<file path="src/rtl/fetch_pkg.sv">
// fetch_pkg
//   Shared definitions for the instruction fetch stage: the fetch FSM state
//   encoding, the NOP word shown on the output while nothing has been
//   fetched, and the default datapath width and reset PC.
package fetch_pkg;

  localparam int          DEFAULT_XLEN     = 32;
  localparam logic [31:0] DEFAULT_RESET_PC = 32'h0000_0000;

  // addi x0, x0, 0
  localparam logic [31:0] NOP_INST = 32'h0000_0013;

  typedef enum logic [1:0] {
    S_IDLE,
    S_FETCH,
    S_HOLD,
    S_FLUSH
  } fetch_state_t;

endpackage

</file>
<file path="src/rtl/branch_target_adder.sv">
// branch_target_adder
//   Forms the taken-branch target br_pc + imm_ext (wrapping modulo 2^XLEN),
//   presents its word-aligned form for the PC, and flags a target whose
//   bit 1 is set so the fetch stage can raise its misalign pulse.
// Ports
//   br_taken      in   1     redirect pulse; gates misalign_next
//   br_pc         in   XLEN  PC of the redirecting branch
//   imm_ext       in   XLEN  sign-extended B-type immediate
//   tgt_aligned   out  XLEN  {tgt[XLEN-1:2], 2'b00}
//   misalign_next out  1     br_taken & tgt[1]
module branch_target_adder
  import fetch_pkg::*;
#(
  parameter int XLEN = DEFAULT_XLEN
) (
  input  logic            br_taken,
  input  logic [XLEN-1:0] br_pc,
  input  logic [XLEN-1:0] imm_ext,
  output logic [XLEN-1:0] tgt_aligned,
  output logic            misalign_next
);

  logic [XLEN-1:0] tgt;
  logic            tgt_bit0_unused;

  assign tgt = br_pc + imm_ext;

  // Fetches are always word aligned, so the low two bits are dropped from
  // the PC; bit 1 is still reported because it means the target was not a
  // valid 4-byte instruction address. Bit 0 carries no meaning here.
  assign tgt_aligned     = {tgt[XLEN-1:2], 2'b00};
  assign misalign_next   = br_taken & tgt[1];
  assign tgt_bit0_unused = tgt[0];

endmodule

</file>
<file path="src/rtl/instr_fetch_stage.sv">
// instr_fetch_stage
//   Holds the PC and keeps one request outstanding to instruction memory.
//   Each returned word is registered with its PC for the decoder. A word
//   that arrives while decode is stalled is parked in hold_inst and no new
//   request is issued until it drains. A taken branch redirects the PC to
//   br_pc + ImmExt and discards any wrong-path word, including the response
//   to a request that was already in flight (S_FLUSH).
// Ports
//   clk, rst            clock (rising edge), async active-high reset
//   imem_req/imem_addr  request to instruction memory, held until rvalid
//   imem_rvalid/rdata   response for the outstanding request
//   stall               decode cannot accept the output this cycle
//   br_taken/br_pc/ImmExt  redirect from execute
//   if_valid/if_inst/if_pc output register towards decode
//   misalign            one-cycle pulse after a redirect with tgt[1] set
module instr_fetch_stage
  import fetch_pkg::*;
#(
  parameter int              XLEN     = DEFAULT_XLEN,
  parameter logic [XLEN-1:0] RESET_PC = XLEN'(DEFAULT_RESET_PC)
) (
  input  logic            clk,
  input  logic            rst,
  output logic            imem_req,
  output logic [XLEN-1:0] imem_addr,
  input  logic            imem_rvalid,
  input  logic [XLEN-1:0] imem_rdata,
  input  logic            stall,
  input  logic            br_taken,
  input  logic [XLEN-1:0] br_pc,
  input  logic [XLEN-1:0] ImmExt,
  output logic            if_valid,
  output logic [XLEN-1:0] if_inst,
  output logic [XLEN-1:0] if_pc,
  output logic            misalign
);

  fetch_state_t    state, state_next;
  logic [XLEN-1:0] pc, pc_next;
  logic [XLEN-1:0] pend_pc;
  logic [XLEN-1:0] hold_inst;
  logic [XLEN-1:0] tgt_aligned;
  logic            misalign_next;
  logic            slot_free;
  logic            fetch_accept;
  logic            hold_release;
  logic            capture_hold;

  branch_target_adder #(.XLEN(XLEN)) u_target (
    .br_taken      (br_taken),
    .br_pc         (br_pc),
    .imm_ext       (ImmExt),
    .tgt_aligned   (tgt_aligned),
    .misalign_next (misalign_next)
  );

  // The output slot can take a new word when it is empty or being consumed.
  assign slot_free = !if_valid || !stall;

  assign fetch_accept = (state == S_FETCH) && !br_taken && imem_rvalid && slot_free;
  assign capture_hold = (state == S_FETCH) && !br_taken && imem_rvalid && !slot_free;
  assign hold_release = (state == S_HOLD)  && !br_taken && slot_free;

  assign imem_addr = pc;

  // State register
  always_ff @(posedge clk or posedge rst) begin
    if (rst) state <= S_IDLE;
    else     state <= state_next;
  end

  // Next-state logic; a redirect always wins over stall
  always_comb begin
    state_next = state;
    unique case (state)
      S_IDLE:  state_next = S_FETCH;
      S_FETCH: begin
        if (br_taken)         state_next = imem_rvalid ? S_FETCH : S_FLUSH;
        else if (capture_hold) state_next = S_HOLD;
      end
      S_HOLD:  if (br_taken || slot_free) state_next = S_FETCH;
      S_FLUSH: if (imem_rvalid) state_next = S_FETCH;
      default: state_next = S_IDLE;
    endcase
  end

  // Output logic: a request is outstanding only in FETCH and FLUSH
  always_comb begin
    imem_req = (state == S_FETCH) || (state == S_FLUSH);
  end

  // A redirect while a request is outstanding cannot move the PC until that
  // request completes, because imem_addr must stay stable; the target is
  // parked in pend_pc instead and applied when the stale word returns.
  always_comb begin
    pc_next = pc;
    if (br_taken) begin
      if (!imem_req || imem_rvalid) pc_next = tgt_aligned;
    end else if (fetch_accept || hold_release) begin
      pc_next = pc + XLEN'(4);
    end else if ((state == S_FLUSH) && imem_rvalid) begin
      pc_next = pend_pc;
    end
  end

  // PC, pending redirect target and parked word
  always_ff @(posedge clk or posedge rst) begin
    if (rst) begin
      pc        <= RESET_PC;
      pend_pc   <= '0;
      hold_inst <= '0;
    end else begin
      pc <= pc_next;
      if (br_taken && imem_req && !imem_rvalid) pend_pc <= tgt_aligned;
      if (capture_hold) hold_inst <= imem_rdata;
    end
  end

  // Output register towards decode. The PC of a parked word is still pc,
  // because pc only advances once that word reaches the output.
  always_ff @(posedge clk or posedge rst) begin
    if (rst) begin
      if_valid <= 1'b0;
      if_inst  <= XLEN'(NOP_INST);
      if_pc    <= '0;
      misalign <= 1'b0;
    end else begin
      misalign <= misalign_next;
      if (br_taken) begin
        if_valid <= 1'b0;
      end else if (fetch_accept) begin
        if_valid <= 1'b1;
        if_inst  <= imem_rdata;
        if_pc    <= pc;
      end else if (hold_release) begin
        if_valid <= 1'b1;
        if_inst  <= hold_inst;
        if_pc    <= pc;
      end else if (slot_free) begin
        if_valid <= 1'b0;
      end
    end
  end

endmodule

</file>
<file path="config.mk">
export PLATFORM = sky130hd
export DESIGN_NAME = instr_fetch_stage
export DESIGN_NICKNAME = d
export VERILOG_FILES = /design/src/rtl/fetch_pkg.sv /design/src/rtl/branch_target_adder.sv /design/src/rtl/instr_fetch_stage.sv
export SDC_FILE = /design/constraint.sdc
export NUM_CORES = 1
export LEC_CHECK = 0
export CAP_MARGIN = 20
export CORE_MARGIN = 1
export CORE_UTILIZATION = 35
export DETAILED_ROUTE_END_ITERATION = 16
export PLACE_DENSITY = 0.64
export SYNTH_ARGS = -nofsm -noshare
export SYNTH_HDL_FRONTEND = slang
export SYNTH_SLANG_ARGS = --single-unit
</file>
<file path="constraint.sdc">
create_clock -name clk -period 7.1 [get_ports clk]
set_input_delay 1.065 -clock clk [delete_from_list [all_inputs] [get_ports clk]]
set_output_delay 1.065 -clock clk [all_outputs]
set_load 0.01 [all_outputs]
</file>
Word level (Yosys, flattened, before mapping)
Cells that the tools add are included.
- memories kept: 0
- memory bits (writable): 0
- bits in latches: 0
- memory bits (read-only): 0
- flip-flop bits (word level): 162
- output and inout port bits: 99
- equal/unequal tests: 7
- magnitude comparators: 0
- reductions and logical operators: 27
- divide/modulo/power cells: 0
- muxes and demuxes: 18
- $add $sub $neg: 2
- shift operators: 0
- multiply operators: 0
- bitwise operators: 2
- operators by type and width (cell ; number):
    $mux W32 ; 8
    $add A32 B3 Y32 const B ; 1
    $add A32 B32 Y32 ; 1
    $mux W2 ; 5
    $logic_and A1 B1 Y1 ; 9
    $pmux W2 S4 ; 1
    $logic_not A1 Y1 ; 6
    $logic_or A1 B1 Y1 ; 5
    $eq A2 B2 Y1 const B ; 2
    $mux W1 ; 4
    $ne A2 B1 Y1 const B ; 2
    $reduce_and A2 Y1 ; 2
    $reduce_bool A4 Y1 ; 1
    $ne A3 B3 Y1 const B ; 1
    $reduce_and A3 Y1 ; 1
    $reduce_bool A3 Y1 ; 1
    $eq A2 B1 Y1 const B ; 1
    $logic_not A2 Y1 ; 1
    $ne A2 B2 Y1 const B ; 1
    $reduce_bool A2 Y1 ; 1
    $and A1 B1 Y1 ; 1
    $not A1 Y1 ; 1

Longest topological paths before layout
Gate-level depths: netlist of the first run.
- depth after elaboration: 7
- depth in mapped cells: 10

Cells and area by module
From an unflattened synthesis of the first run, not the netlist that was laid out.
- cells, all modules: 955
- area, all modules: 9188.8 um^2
- modules (own cells, without submodules) (module ; times used ; seq. area each (um^2) ; cells an instance ; area each (um^2)):
    instr_fetch_stage ; 1 ; 4107.7 ; 720 ; 7551.0
    branch_target_adder ; 1 ; 0.0 ; 235 ; 1637.8

Worst setup path after synthesis of the first run
No wires, ideal clock.
- path type: input port to flip-flop
- start point: in br_pc[1]
- end point: reg pend_pc[30]
- stages: 10
- slack: 3762 ps
- arrival: 3255 ps
- library setup time: 83 ps
- path buffers: 0
- cell sequence: inv_1 > fa_1 > nor2b_1 > o31ai_1 > a32oi_1 > a31oi_1 > o31ai_1 > a41oi_1 > xor2_1 > o21ai_0
- cells in the longest elaborated chain, start to end: 1
- RTL lines (item ; RTL line ; RTL):
    start, declared ; instr_fetch_stage.sv:30 ; input logic [XLEN-1:0] br_pc,
    $add A32 B32 Y32 ; branch_target_adder.sv:26 ; assign tgt = br_pc + imm_ext;
    end signal, assigned ; instr_fetch_stage.sv:114 ; if (br_taken && imem_req && !imem_rvalid) pend_pc <= tgt_aligned;
    end, declared ; instr_fetch_stage.sv:40 ; logic [XLEN-1:0] pend_pc;
Every way passes these cells.
A chain may end at the register's enable or synchronous reset.

Worst setup path after layout of the first run
- start point: in br_taken
- end point: reg pc[26] (netlist: imem_addr[26])
- cells in the longest elaborated chain, start to end: 7
- elaborated cells between the ends (all ways): 12
- RTL lines (item ; RTL line ; RTL):
    start, declared ; instr_fetch_stage.sv:29 ; input logic br_taken,
    $logic_not A1 Y1 ; instr_fetch_stage.sv:60, instr_fetch_stage.sv:62 ;
    $logic_and A1 B1 Y1 (3 in a row) ; instr_fetch_stage.sv:60 ; assign fetch_accept = (state == S_FETCH) && !br_taken && imem_rvalid && slot_free;
    $logic_or A1 B1 Y1 ; instr_fetch_stage.sv:99 ; end else if (fetch_accept || hold_release) begin
    $reduce_bool A3 Y1 (no source line) / $mux W32 (equally long branches) ; n/a ;
    $reduce_and A2 Y1 (no source line) / $mux W32 (equally long branches) ; n/a ;
    end signal, assigned ; instr_fetch_stage.sv:113 ; pc <= pc_next;
    end, declared ; instr_fetch_stage.sv:39 ; logic [XLEN-1:0] pc, pc_next;
Parallel ways exist; a longest one is shown, timed or not.

==> results of run 1 <==
[area by class of cell]
class / instances / area, um^2
Fill cell: 2477 / 13300
Sequential cell: 158 / 3960
Tap cell: 330 / 413
Clock inverter: 9 / 110
Multi-Input combinational cell: 733 / 4640
Timing Repair Buffer: 205 / 2070
Clock buffer: 23 / 468
Inverter: 17 / 68.8
[state kept, by name, summed over array words and instances (netlist names)]
name / flops
state: 2
if_valid: 1
hold_inst: 32
misalign: 1
if_inst: 32
if_pc: 30
imem_addr: 30
pend_pc: 30
[final timing paths]
check                              from            end  slack [ns]  cells past startpoint
min in group asynchronous           rst     if_inst[7]        0.92                      2
max                            br_taken  imem_addr[26]        3.07                     10
min                            if_pc[6]       if_pc[6]        0.47                      2
max in group asynchronous           rst   hold_inst[4]        4.80                      4
min reg2reg                    if_pc[6]       if_pc[6]        0.47                      2
max reg2reg                imem_addr[2]  imem_addr[30]        4.18                      9
[metrics by stage]
step | power [mW] | cells
global placement | 2.48 | 1441
floorplan | 1.92 | 968
CTS | 3.43 | 1473
finish | 3.40 | 1475
detailed placement | 2.51 | 1441
global route | 3.60 | 1475
[metal layers]
layer	part of all wire, %	vias to the layer above	track usage, %
met5	0	-	0
met4	1.4	0	5.79
met3	5.8	27	3.54
met2	46	256	30.2
met1	47	3656	26.0
li1	-	3767	-
[power by group through the flow]
stage	clock network [mW]	registers [mW]	logic (mW)
detailed placement	0	1.39	1.12
CTS	0.929	1.37	1.12
floorplan	0	1.41	0.508
global route	0.972	1.41	1.23
finish	0.907	1.37	1.12
global placement	0	1.38	1.10
[cell families after synthesis]
| family | count (synthesis) |
|---|---|
| and+or+nand+nor | 330 |
| AOI/OAI and AO/OA | 252 |
| DFF | 158 |
| buffers and inverters | 77 |
| muxes | 76 |
| xor gates and xnor gates | 39 |
| adders and majority gates | 32 |
| other | 1 |
[layout by cell type, fill, tap and decap left out, types with 3 or more instances in the layout]
cell / Yosys / final
clkinvlp_4: 0 / 3
clkbuf_1: 45 / 4
o21bai_1: 6 / 6
inv_1: 17 / 16
mux2i_1: 33 / 33
ha_1: 31 / 31
conb_1: 1 / 4
dfstp_2: 3 / 3
or3_1: 5 / 5
a211oi_1: 6 / 6
nor2_1: 57 / 57
xor2_1: 17 / 17
and4_1: 3 / 3
dfrtp_1: 155 / 155
a22oi_1: 6 / 6
o22ai_1: 3 / 3
and3_1: 5 / 5
buf_4: 6 / 8
mux2_2: 43 / 43
o211ai_1: 7 / 7
nor3_1: 12 / 12
a21o_1: 15 / 15
nor2b_1: 7 / 7
nand2_1: 185 / 184
clkbuf_16: 0 / 17
a31oi_1: 6 / 6
and2_1: 4 / 4
o21ai_0: 101 / 101
a221oi_1: 5 / 5
a21oi_1: 50 / 50
a222oi_1: 6 / 6
o21a_1: 4 / 4
nand3_1: 23 / 23
nand4_1: 11 / 11
xnor2_1: 22 / 22
clkdlybuf4s50_1: 0 / 195
o31ai_1: 6 / 6
nor4_1: 3 / 3
a21boi_0: 3 / 3
[worst min-delay path: stages (launching register included)]
cell	delay (ns)
dfrtp_1	0.34
nand2_1	0.05
nand2_1	0.05
==> results.sh, run 1 <==
export IMPL_antenna_cells=0
export IMPL_drc=0
export IMPL_synth_xor_area_share_pct=3.84
export IMPL_vias=7706
export IMPL_rsz0062_at_grt="no"
export IMPL_slew_headroom_pct=29.2
export IMPL_dieHeight_um=161
export IMPL_max_slew_worst_pin_slew_ns=1.06
export IMPL_worstSkewPairLatency_ns=0.43
export IMPL_finalSetupViolations=0
export IMPL_final_util_pct=46.8
export IMPL_initial_core_util_pct=35.6
export IMPL_path_clk_slew_ns=0.06
export IMPL_p_seq_share_pct=40.3
export IMPL_p_leak_nw=5.20
export IMPL_io_pins=200
export IMPL_setup_ws_ns=3.07
export IMPL_crit_chain="clkdlybuf4s50_1, buf_4, inv_1, nand2_1, nand2_1, nand2_1, nand3_1, o31ai_1, a21oi_1, o21ai_0"
export IMPL_grt_max_degree=116
export IMPL_synth_commonest_cells="185 x nand2_1, 155 x dfrtp_1, 101 x o21ai_0"
export IMPL_async_flop_share_pct=100
export IMPL_internal_power_mw=2.29
export IMPL_nets=1265
export IMPL_critPathMostFrequentCell="nand2_1"
export IMPL_syn_avg_cell_area_um2=9.23
export IMPL_antenna_found_initial=0
export IMPL_post_cts_buffers=0
export IMPL_crit_required_ns=7.40
export IMPL_viasPerCell=5.22
export IMPL_ant_nets=0
export IMPL_gp_congestion=0.825
export IMPL_synth_area_um2=8900
export IMPL_area_growth_pct=31.7
export IMPL_synth_area_top_cells="dfrtp_1 44%, nand2_1 7.8%, o21ai_0 5.7%"
export IMPL_synth_simple_area_share_pct=16.5
export IMPL_slowest_stage="nand2_1"
export IMPL_ys_types=74
export IMPL_clock_path_buffers=2
export IMPL_cts_buffers=17
export IMPL_switching_power_mw=1.11
export IMPL_crit_path_end_kind="flip-flop"
export IMPL_synth_warnings=0
export IMPL_cap_violations=0
export IMPL_yosys_area_top_type="dfrtp_1"
export IMPL_synth_seq_area_share_pct=44.5
export IMPL_startpoint_type="input pin"
export IMPL_hold_buffers=0
export IMPL_postSynthCellCount=965
export IMPL_ctsResizeCount=0
export IMPL_path_class="input pin to flip-flop"
export IMPL_wl_per_cell_um=16.6
export IMPL_die_w_um=161
export IMPL_first_iter_violations=576
export IMPL_synth_area_mux_share_pct=9.15
export IMPL_synth_compound_area_share_pct=17.6
export IMPL_whs_ns=0.474
export IMPL_dp_hpwl_um=17300
export IMPL_grt_overflow=0
export IMPL_layout_drive_gt1_share_pct=8.56
export IMPL_ys_flop_type="dfrtp_1"
export IMPL_port_buffers=195
export IMPL_fmax_ghz=0.248
export IMPL_swShare_pct=32.7
export IMPL_synthAdderAreaFrac_pct=4.58
export IMPL_comb_power_share_pct=33.0
export IMPL_yosysMostFrequentCell="nand2_1"
export IMPL_dr_pass1_iters=6
export IMPL_core_um2=25000
export IMPL_grt_total_usage_pct=18.9
export IMPL_arrival_ns=4.33
export IMPL_clock_root_buffer="clkbuf_16"
export IMPL_design_die_area_um2=26100
export IMPL_synth_top_area_share_pct=43.6
export IMPL_tritoncts="yes"
export IMPL_power_share_clock_pct=26.7
export IMPL_hold_path_class="flip-flop to flip-flop"
export IMPL_critPathMaxStageDelay_ns=0.75
export IMPL_crit_family="simple AND/OR/NAND/NOR gates"
export IMPL_wirelength_um=24400
export IMPL_critPathBufInv=3
export IMPL_clock_sinks=158
export IMPL_ir_worst_vdd_uv=194
export IMPL_slew_violations=0
export IMPL_period_share_pct=56.7
export IMPL_setup_tns_ns=0
export IMPL_fin_skew_ns=0.00699
export IMPL_synth_edff_count=0
export IMPL_period_needed_ns=4.03
export IMPL_power_per_cell_area_nw_per_um2=290
export IMPL_rows=58
export IMPL_grt_pass1_vias=7219
export IMPL_cp_max_fo=30
export IMPL_grt_pass1_wl_um=39100
export IMPL_dp_slack_ns=2.63
export IMPL_hold_viol=0
export IMPL_outcome="finished clean"
export IMPL_cts_htree_levels=4
export IMPL_synth_seq_cells=158
export IMPL_final_cell_area_um2=11700
export IMPL_synth_top_family_by_area="compound AO/OA/AOI/OAI gates"
export IMPL_placed_cell_area_um2=11100
Note: power is estimated with default switching activity, not from simulation.
==> run 2: changes to the inputs <==
- PLACE_DENSITY: 0.64 -> 0.66
- clock period: 7.1 -> 3.6 ns (I/O delays scaled with it)
==> run 2 against run 1 <==
  * Core utilization is 0.35 points higher
  * First-iteration DRC count grew 23%
  * Sequential power is 96% higher
  * Combinational power rose by 99%
  * Sequential share of layout area is 0.25 points lower
  * Final cell count is 0.81% higher
==> results.sh, run 2 (same netlist as run 1, synthesis figures left out) <==
export IMPL_outcome="finished clean"
export IMPL_period_needed_ns=3.09
export IMPL_slew_violations=0
export IMPL_critPathMostFrequentCell="a221o_1"
export IMPL_hold_path_class="flip-flop to flip-flop"
export IMPL_layout_drive_gt1_share_pct=9.77
export IMPL_grt_max_degree=159
export IMPL_reg_top3="hold_inst: 32 flops, if_inst: 32 flops"
export IMPL_clock_path_buffers=2
export IMPL_startpoint_type="input pin"
export IMPL_hold_buffers=0
export IMPL_nets=1277
export IMPL_setup_tns_ns=0
export IMPL_clock_sinks=158
export IMPL_critPathMaxStageDelay_ns=0.42
export IMPL_antenna_found_initial=0
export IMPL_post_cts_buffers=0
export IMPL_rsz0062_at_grt="no"
export IMPL_period_share_pct=85.9
export IMPL_core_um2=25000
export IMPL_path_class="input pin to flip-flop"
export IMPL_slowest_stage="clkdlybuf4s50_1"
export IMPL_design_die_area_um2=26100
export IMPL_cts_buffers=17
export IMPL_arrival_ns=3.38
export IMPL_cap_violations=0
export IMPL_initial_core_util_pct=35.6
export IMPL_rows=58
export IMPL_io_pins=200
export IMPL_drc=0
export IMPL_cts_htree_levels=4
export IMPL_grt_total_usage_pct=18.7
export IMPL_crit_path_end_kind="flip-flop"
export IMPL_crit_required_ns=3.89
export IMPL_viasPerCell=5.22
export IMPL_crit_chain="clkdlybuf4s50_1, ha_1, nor2b_1, o31ai_1, a32oi_1, a221o_1, a221o_1, a21o_1, a211oi_1, o21ai_0"
export IMPL_power_per_cell_area_nw_per_um2=569
export IMPL_fin_total_pwr_mw=6.71
export IMPL_path_clk_slew_ns=0.07
export IMPL_grt_overflow=0
export IMPL_finalSetupViolations=0
export IMPL_port_buffers=195
export IMPL_worstSkewPairLatency_ns=0.42
export IMPL_fmax_ghz=0.323
export IMPL_clock_root_buffer="clkbuf_16"
export IMPL_vias=7765
export IMPL_ctsResizeCount=0
export IMPL_fin_skew_ns=0.00942
export IMPL_ant_nets=0
export IMPL_final_cell_mix="195 x clkdlybuf4s50_1, 184 x nand2_1, 155 x dfrtp_1"
export IMPL_wirelength_um=23800
export IMPL_gp_congestion=0.828
export IMPL_antenna_cells=0
export IMPL_ir_worst_vdd_uv=360
export IMPL_grt_pass1_wl_um=38900
export IMPL_first_iter_violations=711
export IMPL_dp_hpwl_um=16900
export IMPL_hold_viol=0
export IMPL_final_common_cell="clkdlybuf4s50_1"
export IMPL_dr_pass1_iters=7
export IMPL_dieHeight_um=161
export IMPL_grt_pass1_vias=7394
export IMPL_cp_max_fo=4
export IMPL_max_slew_worst_pin_slew_ns=0.873
export IMPL_wl_per_cell_um=16.0
export IMPL_tritoncts="yes"
export IMPL_slew_headroom_pct=41.8
export IMPL_die_w_um=161
export IMPL_area_growth_pct=32.6
export IMPL_p_leak_nw=5.26
-- run 2: layout make-up --
cell class              count  area, um^2
well taps                 330         413
flip-flops and latches    158        3960
inverters                  17        67.6
fillers                  2409       13200
clock buffers              20         457
repair buffers            217        2140
clock inverters            12         135
multi-input cells         733        4640
-- run 2: metal layers --
metal	GRT usage, %	routed length (um)	vias to the layer above	part of all wire, %
met3	2.98	1260	37	5.3
met1	25.2	11100	3674	47
met5	0	0	-	0
met2	30.2	10900	259	46
met4	6.90	567	0	2.4
li1	-	-	3795	-
-- run 2: power breakdown --
group / switching [mW] / internal (mW) / leakage [nW] / total, mW
Sequential: 0.397 / 2.28 / 1.97 / 2.68
Clock: 0.747 / 1.06 / 0.291 / 1.81
Combinational: 1.04 / 1.19 / 3.00 / 2.23
-- run 2: final timing paths --
kind | start | endpoint | slack [ns] | cells after the start
max | br_pc[2] | pend_pc[24] | 0.51 | 10
min | pend_pc[14] | pend_pc[14] | 0.47 | 2
max reg2reg | imem_addr[6] | imem_addr[31] | 1.01 | 8
min reg2reg | pend_pc[14] | pend_pc[14] | 0.47 | 2
max in group asynchronous | rst | state[0] | 2.23 | 3
min in group asynchronous | rst | if_inst[5] | 0.72 | 3
-- run 2: worst max-delay path: cells and delay by family --
kind	cells	cell delay [ns]
AO/OA/AOI/OAI	7	1.91
buffers and inverters	1	0.42
adder cells (fa/ha/maj)	1	0.36
AND/OR/NAND/NOR	1	0.16
-- run 2: per-stage QoR --
| step | worst slack, ns | cell area [um^2] | hold WS [ns] | utilization [%] | std cells |
|---|---|---|---|---|---|
| after floorplan | 0.787 | 8920 | 0.442 | - | 968 |
| after global placement | 0.119 | 11200 | 0.459 | 44.8 | 1455 |
| after detailed placement | 0.0700 | 11200 | 0.462 | 44.8 | 1455 |
| after CTS | 0.519 | 11800 | 0.476 | 47.2 | 1487 |
| after global routing | 0.387 | 11800 | 0.491 | 47.2 | 1487 |
| final | 0.508 | 11800 | 0.474 | 47.2 | 1487 |
